### config.mk
export PLATFORM = sky130hd
export DESIGN_NAME = pixel_stream_unpacker
export DESIGN_NICKNAME = d
export VERILOG_FILES = /design/src/rtl/pixel_pkg.sv /design/src/rtl/pixel_coord_counter.sv /design/src/rtl/pixel_stream_unpacker.sv
export SDC_FILE = /design/constraint.sdc
export NUM_CORES = 1
export LEC_CHECK = 0
export BUFFER_PORTS_ARGS = -buffer_cell sky130_fd_sc_hd__buf_2
export CAP_MARGIN = 20
export CORE_ASPECT_RATIO = 1.4
export CORE_MARGIN = 1.5
export CORE_UTILIZATION = 43
export CTS_CLUSTER_SIZE = 8
export DETAILED_ROUTE_END_ITERATION = 10
export SYNTH_ARGS = -nofsm -noshare
export SYNTH_HDL_FRONTEND = slang
export SYNTH_HIERARCHICAL = 1
export SYNTH_SLANG_ARGS = --single-unit
### constraint.sdc
create_clock -name aclk -period 10.6 [get_ports aclk]
set_clock_uncertainty 0.1 [all_clocks]
set_input_delay 2.12 -clock aclk [delete_from_list [all_inputs] [get_ports aclk]]
set_output_delay 2.12 -clock aclk [all_outputs]
set_load 0.005 [all_outputs]
### src/rtl/pixel_pkg.sv
// Shared types and constants for the packed 24bpp pixel stream (4 pixels in 3 words).
package pixel_pkg;

    localparam int unsigned DEF_SCREEN_WIDTH  = 640;
    localparam int unsigned DEF_SCREEN_HEIGHT = 480;

    typedef struct packed {
        logic [7:0] r;
        logic [7:0] g;
        logic [7:0] b;
    } rgb_t;

    typedef enum logic [1:0] {P0, P1, P2, P3} phase_e;

    function automatic int unsigned words_per_line(input int unsigned width);
        return (3 * width) / 4;
    endfunction

    localparam int unsigned WORDS_PER_LINE = words_per_line(DEF_SCREEN_WIDTH);

endpackage

### src/rtl/pixel_coord_counter.sv
// Per-pixel x/y and per-beat word counters with wrap, forced end-of-line and SOF resync.
module pixel_coord_counter #(
    parameter int unsigned SCREEN_WIDTH  = 640,
    parameter int unsigned SCREEN_HEIGHT = 480,
    parameter int unsigned XW            = 10,
    parameter int unsigned YW            = 9,
    parameter int unsigned WPL           = 480,
    parameter int unsigned WCW           = 9
) (
    input  logic           clk_i,
    input  logic           rst_ni,
    input  logic           beat_acc_i,
    input  logic           pix_load_i,
    input  logic           resync_i,
    input  logic           force_eol_i,
    output logic [XW-1:0]  x_o,
    output logic [YW-1:0]  y_o,
    output logic [WCW-1:0] wc_o,
    output logic           frame_start_o
);

    localparam logic [XW-1:0]  XLast  = XW'(SCREEN_WIDTH - 1);
    localparam logic [YW-1:0]  YLast  = YW'(SCREEN_HEIGHT - 1);
    localparam logic [WCW-1:0] WcLast = WCW'(WPL - 1);

    logic [XW-1:0]  x_q, x_d;
    logic [YW-1:0]  y_q, y_d;
    logic [WCW-1:0] wc_q, wc_d;

    // A resync beat is word 0 / pixel (0,0) of a new frame regardless of the old count.
    assign x_o           = resync_i ? '0 : x_q;
    assign y_o           = resync_i ? '0 : y_q;
    assign wc_o          = resync_i ? '0 : wc_q;
    assign frame_start_o = (wc_q == '0) && (y_q == '0);

    always_comb begin
        x_d  = x_q;
        y_d  = y_q;
        wc_d = wc_q;
        if (pix_load_i) begin
            if (force_eol_i || (x_o == XLast)) begin
                x_d = '0;
                y_d = (y_o == YLast) ? '0 : y_o + 1'b1;
            end else begin
                x_d = x_o + 1'b1;
                y_d = y_o;
            end
        end
        if (beat_acc_i) begin
            wc_d = (force_eol_i || (wc_o == WcLast)) ? '0 : wc_o + 1'b1;
        end
    end

    always_ff @(posedge clk_i or negedge rst_ni) begin
        if (!rst_ni) begin
            x_q  <= '0;
            y_q  <= '0;
            wc_q <= '0;
        end else begin
            x_q  <= x_d;
            y_q  <= y_d;
            wc_q <= wc_d;
        end
    end

endmodule

### src/rtl/pixel_stream_unpacker.sv
// AXI4-Stream unpacker: 32-bit packed 24bpp beats to one tagged RGB pixel per handshake.
// Optional statistics counters are enabled by defining PIXEL_UNPACK_STATS_EN.
module pixel_stream_unpacker
    import pixel_pkg::*;
#(
    parameter int unsigned SCREEN_WIDTH  = DEF_SCREEN_WIDTH,
    parameter int unsigned SCREEN_HEIGHT = DEF_SCREEN_HEIGHT,
    parameter int unsigned XW            = 10,
    parameter int unsigned YW            = 9
) (
    input  logic          aclk,
    input  logic          aresetn,
    input  logic [31:0]   in_stream_tdata,
    input  logic [3:0]    in_stream_tkeep,
    input  logic          in_stream_tlast,
    input  logic          in_stream_tuser,
    input  logic          in_stream_tvalid,
    output logic          in_stream_tready,
    output logic [7:0]    pix_r,
    output logic [7:0]    pix_g,
    output logic [7:0]    pix_b,
    output logic [XW-1:0] pix_x,
    output logic [YW-1:0] pix_y,
    output logic          pix_sof,
    output logic          pix_eol,
    output logic          pix_valid,
    input  logic          pix_ready,
    input  logic          err_clr,
    output logic          sof_err,
    output logic          eol_err
`ifdef PIXEL_UNPACK_STATS_EN
    ,
    output logic [15:0]   frame_cnt,
    output logic [7:0]    sof_err_cnt,
    output logic [7:0]    eol_err_cnt
`endif
);

    localparam int unsigned WPL = words_per_line(SCREEN_WIDTH);
    localparam int unsigned WCW = (WPL > 1) ? $clog2(WPL) : 1;
    localparam logic [XW-1:0]  XLast  = XW'(SCREEN_WIDTH - 1);
    localparam logic [WCW-1:0] WcLast = WCW'(WPL - 1);

    phase_e         phase_q, phase_d, dec_phase;
    logic [23:0]    res_q, res_d;
    rgb_t           pix_q, pix_d, emit;
    logic [XW-1:0]  px_q, px_d, cur_x;
    logic [YW-1:0]  py_q, py_d, cur_y;
    logic [WCW-1:0] cur_wc;
    logic           sof_q, sof_d, eol_q, eol_d, valid_q, valid_d;
    logic           sof_err_q, sof_err_d, eol_err_q, eol_err_d;
    logic           load_en, beat_acc, flush, pix_load, frame_start, resync;
    logic           sof_missing, early_last, missing_last, new_sof_err, new_eol_err, at_origin;
    logic [7:0]     b0, b1, b2, b3;
    logic           unused_tkeep;

    assign unused_tkeep = ^in_stream_tkeep;
    assign {b3, b2, b1, b0} = in_stream_tdata;

    assign load_en          = !valid_q || pix_ready;
    assign in_stream_tready = aresetn && (phase_q != P3) && load_en;
    assign beat_acc         = in_stream_tvalid && in_stream_tready;
    assign flush            = (phase_q == P3) && load_en;
    assign pix_load         = beat_acc || flush;

    assign resync       = beat_acc && in_stream_tuser && !frame_start;
    assign sof_missing  = beat_acc && !in_stream_tuser && frame_start;
    assign early_last   = beat_acc && in_stream_tlast && (cur_wc != WcLast);
    assign missing_last = beat_acc && !in_stream_tlast && (cur_wc == WcLast);
    assign new_sof_err  = resync || sof_missing;
    assign new_eol_err  = early_last || missing_last;
    assign dec_phase    = resync ? P0 : phase_q;
    assign at_origin    = (cur_x == '0) && (cur_y == '0);

    pixel_coord_counter #(
        .SCREEN_WIDTH  (SCREEN_WIDTH),
        .SCREEN_HEIGHT (SCREEN_HEIGHT),
        .XW            (XW),
        .YW            (YW),
        .WPL           (WPL),
        .WCW           (WCW)
    ) u_coord (
        .clk_i         (aclk),
        .rst_ni        (aresetn),
        .beat_acc_i    (beat_acc),
        .pix_load_i    (pix_load),
        .resync_i      (resync),
        .force_eol_i   (early_last),
        .x_o           (cur_x),
        .y_o           (cur_y),
        .wc_o          (cur_wc),
        .frame_start_o (frame_start)
    );

    // Residue keeps carried bytes in stream order: [7:0] is the oldest byte.
    always_comb begin
        phase_d = phase_q;
        res_d   = res_q;
        emit    = res_q;
        if (beat_acc) begin
            unique case (dec_phase)
                P0: begin
                    emit    = {b0, b1, b2};
                    res_d   = {16'h0, b3};
                    phase_d = P1;
                end
                P1: begin
                    emit    = {res_q[7:0], b0, b1};
                    res_d   = {8'h0, b3, b2};
                    phase_d = P2;
                end
                P2: begin
                    emit    = {res_q[7:0], res_q[15:8], b0};
                    res_d   = {b3, b2, b1};
                    phase_d = P3;
                end
                P3: begin
                    emit    = {res_q[7:0], res_q[15:8], res_q[23:16]};
                    phase_d = P0;
                end
            endcase
            if (early_last) begin
                res_d   = '0;
                phase_d = P0;
            end
        end else if (flush) begin
            emit    = {res_q[7:0], res_q[15:8], res_q[23:16]};
            res_d   = '0;
            phase_d = P0;
        end
    end

    always_comb begin
        pix_d   = pix_q;
        px_d    = px_q;
        py_d    = py_q;
        sof_d   = sof_q;
        eol_d   = eol_q;
        valid_d = valid_q;
        if (load_en) begin
            valid_d = pix_load;
            if (pix_load) begin
                pix_d = emit;
                px_d  = cur_x;
                py_d  = cur_y;
                sof_d = at_origin;
                eol_d = (cur_x == XLast) || early_last;
            end
        end
        // A new error in the same cycle as err_clr keeps the flag set.
        sof_err_d = (sof_err_q && !err_clr) || new_sof_err;
        eol_err_d = (eol_err_q && !err_clr) || new_eol_err;
    end

    always_ff @(posedge aclk or negedge aresetn) begin
        if (!aresetn) begin
            phase_q   <= P0;
            res_q     <= '0;
            pix_q     <= '0;
            px_q      <= '0;
            py_q      <= '0;
            sof_q     <= 1'b0;
            eol_q     <= 1'b0;
            valid_q   <= 1'b0;
            sof_err_q <= 1'b0;
            eol_err_q <= 1'b0;
        end else begin
            phase_q   <= phase_d;
            res_q     <= res_d;
            pix_q     <= pix_d;
            px_q      <= px_d;
            py_q      <= py_d;
            sof_q     <= sof_d;
            eol_q     <= eol_d;
            valid_q   <= valid_d;
            sof_err_q <= sof_err_d;
            eol_err_q <= eol_err_d;
        end
    end

    assign pix_r     = pix_q.r;
    assign pix_g     = pix_q.g;
    assign pix_b     = pix_q.b;
    assign pix_x     = px_q;
    assign pix_y     = py_q;
    assign pix_sof   = sof_q;
    assign pix_eol   = eol_q;
    assign pix_valid = valid_q;
    assign sof_err   = sof_err_q;
    assign eol_err   = eol_err_q;

`ifdef PIXEL_UNPACK_STATS_EN
    logic [15:0] frame_cnt_q, frame_cnt_d;
    logic [7:0]  sof_cnt_q, sof_cnt_d, eol_cnt_q, eol_cnt_d;

    always_comb begin
        frame_cnt_d = err_clr ? 16'h0 : frame_cnt_q;
        sof_cnt_d   = err_clr ? 8'h0 : sof_cnt_q;
        eol_cnt_d   = err_clr ? 8'h0 : eol_cnt_q;
        if (load_en && pix_load && at_origin) begin
            frame_cnt_d = frame_cnt_d + 16'h1;
        end
        if (new_sof_err && (sof_cnt_d != 8'hFF)) begin
            sof_cnt_d = sof_cnt_d + 8'h1;
        end
        if (new_eol_err && (eol_cnt_d != 8'hFF)) begin
            eol_cnt_d = eol_cnt_d + 8'h1;
        end
    end

    always_ff @(posedge aclk or negedge aresetn) begin
        if (!aresetn) begin
            frame_cnt_q <= '0;
            sof_cnt_q   <= '0;
            eol_cnt_q   <= '0;
        end else begin
            frame_cnt_q <= frame_cnt_d;
            sof_cnt_q   <= sof_cnt_d;
            eol_cnt_q   <= eol_cnt_d;
        end
    end

    assign frame_cnt   = frame_cnt_q;
    assign sof_err_cnt = sof_cnt_q;
    assign eol_err_cnt = eol_cnt_q;
`endif

endmodule

==> results.md, run 1 <==
- Multi-input logic area: 2930 µm²
- Syn-to-layout area delta: 14.7%
- Max Clk Rate: 0.182 GHz
- Worst min path class: register to register
- Top Ports: 92
- DR pass1 iterations: 7
- Setup_tns: 0 ns
- Drt wl/cell: 19.4 µm
- Final wirelength: 17100 µm
- Max VDD drop: 0.0961 mV
- Warnings, synthesis: 6
- GP Congestion: 0.895
- Mapped Nets: 685
- RSZ-0062 raised after global routing: false
- Max_cap viols: 0
- Slew @ Worst Pin: 0.994 ns
- Nets: 752
- Clk_lat worst skew: 0.36 ns
- Initial antenna violation count: 0
- Vias: 5296
- Ratio of final minimum period to clock period: 51.8%
- Vias per std cell: 5.98
- Port buffer count: 87
- Mapped cell area: 5770 µm²
- Crit-path max FO: 51
- Synthesized area per cell: 9.09 µm²
- Post-synthesis register bit count: 102
- Hold Worst Slack: 0.378 ns
- CP Capture Type: register
- Die height: 140 µm
- Worst Path Class, Setup: primary input to register
- Most frequent cells after synthesis: 119 x nand2_1, 102 x dfrtp_1, 40 x o21ai_0
- Clock buffer count from CTS: 9
- Postcts setup bufs: 0
- Area leader, netlist: dfrtp_1
- TritonCTS clock tree: yes
- DRT iter0 DRCs: 315
- Final hold vios: 0
- CTS max path bufs: 2
- Startpoint types: primary input
- Required @ worst endpoint: 10.74 ns
- Core Region: 13000 µm²
- Worst reg2reg setup slack: 5.85 ns
- Fillers: 1252
- Worst flop-to-flop path endpoint: u_coord/y_q[3]
- First-pass GRT wire length: 27100 µm
- Crit-path slowest cell: o31a_1
- Minimum clock period: 5.49 ns
- Vias in the first global route: 5070
- Ant diodes: 0
- Top cell type's share of synthesized area: 44.2%
- Top-count cell post-synth: nand2_1
- Hold-fix buffer count after cts: 0
- Initial Utilization: 44.4%
- Hold path cells: 2
- Post-route ant nets: 0
- Hold path start: pix_y[4]
- PD cells: 216 nW/µm²
- Post-DP HPWL: 11800 µm
- Cells after Synth: 635
- Total track usage: 24.6%
- Post-synth top flop: dfrtp_1
- Post_cts resized: 0
- Worst rel slew slack: 33.7%
- Num rows: 49
- Reg2reg start: u_coord/y_q[0]
- # setup viols final: 0
- Root Driver: clkbuf_16
- Overall die area: 14100 µm²
- Layout cells sized above 1: 18.1%
- Seq. cell area: 2550 µm²
- Worst endpoint data arrival time: 5.63 ns
- Worst-path clk slew: 0.07 ns
- Synth area leaders: dfrtp_1 44%, nand2_1 7.7%, a22o_1 5.6%
- Clock tree sinks: 102
- Placed cell area: 6320 µm²
- Outcome: complete, no violations
- EDFF count, synth: 0
- Reg2reg path depth: 13
- Async S/R FF share, synth: 100%
- Largest net degree at the start of global routing: 75
- Max incr delay on CP: 0.42 ns
- Leak: 3.01 nW
- Grt ovf: 0
- Post-route DRC: 0
- Critical Path, Cell by Cell: buf_4 > nand4b_1 > nand3b_1 > inv_1 > buf_4 > nand2b_1 > inv_1 > nand4b_1 > o31a_1 > and2_1 > inv_1 > o41ai_4 > buf_4 > o21ai_0 > a211o_1
- Util after Layout: 50.9%
- Final slew viol count: 0
- H-Tree Depth: 3
- Seq/Total Area, Yosys: 44.2%
- Netlist cell types: 65
- Final instance area: 6620 µm²
- WHS Endpoint: pix_y[4]
- Die outline width: 101 µm
[routing by layer]
layer	track usage [%]	share of wire, %
met1	30.7	41
met4	11.4	3.6
met5	0	0
met2	41.6	50
met3	3.64	5.2
[layout make-up]
cell class,count,share of cell area [%]
clock buffers,9,3.40
clock inverters,7,1.21
inverters,28,1.59
multi-input cells,465,44.3
flip-flops and latches,102,38.5
well taps,178,3.36
repair buffers,96,7.63
[logic make-up (layout without fill, tap and decap cells)]
family	count (synthesis)	count (layout)	synth area share, %
flops	102	102	44.2
xor+xnor	2	2	0.304
compound gates	183	183	24.8
simple gates	270	270	23.6
buf+inv	68	140	4.99
mux	3	3	0.542
fa+ha+maj	7	7	1.52
[placed cells by master, fill, tap and decap left out, types with 3 or more instances in the layout]
cell type	netlist	routed
a32o_1	4	4
ha_1	7	7
and2_1	4	4
and3_1	3	3
a21oi_1	19	19
nor2b_1	32	32
a31oi_1	8	8
o21ai_0	40	40
a222oi_1	8	8
nand2_1	119	119
buf_4	2	10
nor3_1	8	8
a22o_1	37	37
o31ai_1	9	9
a22oi_1	17	17
o2bb2ai_1	4	4
inv_1	26	26
nand4_1	7	7
a21o_1	4	4
a32oi_1	8	8
buf_2	8	86
clkbuf_16	0	9
nor2_1	35	35
nand3_1	10	10
nand4b_1	10	10
dfrtp_1	102	102
nand3b_1	6	6
nand2b_1	6	6
o2bb2ai_2	7	7
nor4_1	15	15
[where the power goes]
part           switching [mW]  internal (mW)
Clock                   0.173          0.168
Sequential             0.0816          0.492
Combinational           0.310          0.208
Total                   0.564          0.868
[metrics by stage]
| step | worst slack [ns] | instances | total power, mW |
|---|---|---|---|
| 3_5_place_dp | 4.70 | 869 | 1.10 |
| 3_3_place_gp | 4.77 | 869 | 1.09 |
| 4_1_cts | 5.07 | 885 | 1.44 |
| 6_report | 5.11 | 885 | 1.43 |
| 5_1_grt | 4.73 | 885 | 1.53 |
| 2_1_floorplan | 5.39 | 635 | 0.897 |
[worst max path at each step]
stage,cells past startpoint,slack (ns),from,to
final,15,5.11,aresetn,u_coord/y_q[3]
after global routing,15,4.73,aresetn,u_coord/y_q[3]
after CTS,15,5.07,aresetn,u_coord/y_q[3]
after detailed placement,15,4.70,aresetn,u_coord/y_q[3]
after global placement,15,4.77,aresetn,u_coord/y_q[3]
after floorplan,16,5.39,in_stream_tvalid,u_coord/x_q[5]
[critical path: cells and delay by family]
kind                   cells  cell delay [ns]
AO/OA/AOI/OAI              4             1.04
buffers and inverters      6             1.34
AND/OR/NAND/NOR            5             1.10
[registers in the layout, indices dropped and copies added (netlist names), 8 cells and up]
name and count:
res_q 24, u_coord/wc_q 9, pix_b 8, pix_x 10
u_coord/y_q 9, u_coord/x_q 10, pix_y 9, pix_g 8
pix_r 8
Note: power is estimated with default switching activity, not from simulation.
==> run 2: changes to the inputs <==
==> constraint.sdc (replaced) <==
create_clock -name aclk -period 5.5 [get_ports aclk]
set_clock_uncertainty 0.1 [all_clocks]
set_input_delay 1.1 -clock aclk [delete_from_list [all_inputs] [get_ports aclk]]
set_output_delay 1.1 -clock aclk [all_outputs]
set_load 0.005 [all_outputs]
==> run 2 against run 1 <==
Global-route usage rose by 0.29 points. Final area increased by 0.43%. Largest power group unchanged. Core utilization rose by 0.22 points. Setup slack got worse by 4.4 ns. Clock power grew 98%. Combinational power rose by 97%. Non-clock buffer count grew 3. Sequential share of layout area fell by 0.17 points. Final cell count grew 0.34%. Largest cell class unchanged. Register-to-register slack lost 5.1 ns. First-iteration DRC count rose by 0.63%. Wire length up 1.5%.
==> results.md, run 2 (synthesis gave the netlist of run 1 again) <==
- Multi-input logic area: 2930 µm²
- Fillers: 1275
- Post-DP HPWL: 12000 µm
- Int Power: 1.72 mW
- H-Tree Depth: 3
- Worst-path clk slew: 0.07 ns
- Most flop-heavy register: res_q
- CTS max path bufs: 2
- Leak: 3.04 nW
- Seq. cell area: 2550 µm²
- Crit path top cell by count: inv_1
- Worst min path class: register to register
- Outcome: complete, no violations
- Hold Worst Slack: 0.373 ns
- Initial antenna violation count: 0
- Max VDD drop: 0.203 mV
- Max_cap viols: 0
- Hold-fix buffer count after cts: 0
- Worst reg2reg setup slack: 0.73 ns
- Vias per std cell: 6.03
- Die height: 140 µm
- Num rows: 49
- Post-route DRC: 0
- Startpoint types: register
- Final wirelength: 17400 µm
- Final slew viol count: 0
- Drt wl/cell: 19.6 µm
- Logic pwr share: 36.4%
- Top Ports: 92
- Nets: 755
- CP Capture Type: register
- Overall die area: 14100 µm²
- RSZ-0062 raised after global routing: false
- Post-route ant nets: 0
- Die outline width: 101 µm
- Core Region: 13000 µm²
- Net switching power: 1.07 mW
- DR pass1 iterations: 7
- Port buffer count: 87
- Clk_lat worst skew: 0.35 ns
- # setup viols final: 0
- Worst rel slew slack: 35.1%
- Clock power frac: 24.2%
- Syn-to-layout area delta: 15.2%
- Worst Path Class, Setup: register to register
- First-pass GRT wire length: 27400 µm
- Ant diodes: 0
- Switching share of total power: 38.5%
- Commonest non-fill, non-tap cell in the layout: nand2_1
- Crit-path slowest cell: nor4_1
- Worst endpoint data arrival time: 4.90 ns
- DRT iter0 DRCs: 317
- Slew @ Worst Pin: 0.973 ns
- Layout cells sized above 1: 18.5%
- Grt ovf: 0
- Crit-path max FO: 31
- Total track usage: 24.9%
- Vias in the first global route: 5222
- Clock buffer count from CTS: 9
- Postcts setup bufs: 0
- Root Driver: clkbuf_16
- Ratio of final minimum period to clock period: 86.7%
- Max Clk Rate: 0.210 GHz
- Max reg flops: 24
- Critical Path, Cell by Cell: or4_1 > nor4_1 > nand4b_1 > nand3b_1 > inv_1 > nor2_1 > nand3_1 > o31a_1 > and2_1 > inv_1 > o41ai_4 > buf_4 > nor4b_1 > a211o_1
- Final hold vios: 0
- Vias: 5357
- PD cells: 420 nW/µm²
- Clock tree sinks: 102
- Required @ worst endpoint: 5.63 ns
- Most frequent cells in the layout: 119 x nand2_1, 102 x dfrtp_1, 86 x buf_2, 40 x o21ai_0, 37 x a22o_1
- Largest net degree at the start of global routing: 75
- Flop pwr share: 39.3%
- Initial Utilization: 44.4%
- Post_cts resized: 0
- TritonCTS clock tree: yes
- GP Congestion: 0.884
- Max incr delay on CP: 0.54 ns
- Setup_tns: 0 ns
- Minimum clock period: 4.77 ns
[run 2: cell types whose count changed in the layout (fill, tap and decap cells not counted), sizes merged]
cell | before | now
buf | 96 | 99
clkinv | 6 | 3
inv | 28 | 30
bufinv | 0 | 1
[run 2: per-stage QoR]
step	util (%)	cells	power (mW)	instance area (µm²)	setup WS, ns
final	51.2	888	2.79	6650	0.733
after global routing	51.2	888	2.97	6650	0.437
after CTS	51.2	888	2.80	6650	0.691
after detailed placement	48.8	872	2.12	6340	0.713
after global placement	48.8	872	2.10	6340	0.770
after floorplan	-	635	1.73	5770	1.26
[run 2: worst paths after layout]
kind,from,to,cells after the start
max,u_coord/wc_q[2],u_coord/y_q[3],14
min,pix_y[3],pix_y[3],2
max reg2reg,u_coord/wc_q[2],u_coord/y_q[3],14
min reg2reg,pix_y[3],pix_y[3],2
max in group asynchronous,aresetn,u_coord/wc_q[1],3
min in group asynchronous,aresetn,pix_valid,2
[run 2: layout make-up]
cell class / count / share of cell area [%]
timing repair buffer: 99 / 7.94
inverter: 28 / 1.58
multi-input combinational: 465 / 44.1
clock buffer: 9 / 3.39
sequential: 102 / 38.4
tap: 178 / 3.35
clock inverter: 7 / 1.30
[run 2: metal layers]
metal	vias up	wire, µm	global-route usage (%)
met1	2600	6870	30.2
li1	2474	-	-
met3	38	1100	3.24
met5	-	0	0
met2	245	8680	42.4
met4	0	744	13.5
[run 2: power by group through the flow]
stage,registers (mW),logic [mW],clock network [mW]
after floorplan,1.09,0.635,0
after global placement,1.10,0.994,0
after detailed placement,1.11,1.01,0
after CTS,1.10,1.02,0.691
after global routing,1.13,1.12,0.728
final,1.10,1.02,0.676
[run 2: worst max-delay path: cells and delay by family (launching register included)]
family,cells,cell delay (ns)
flops,1,0.45
compound gates,3,0.90
buf+inv,3,0.77
simple gates,8,2.41
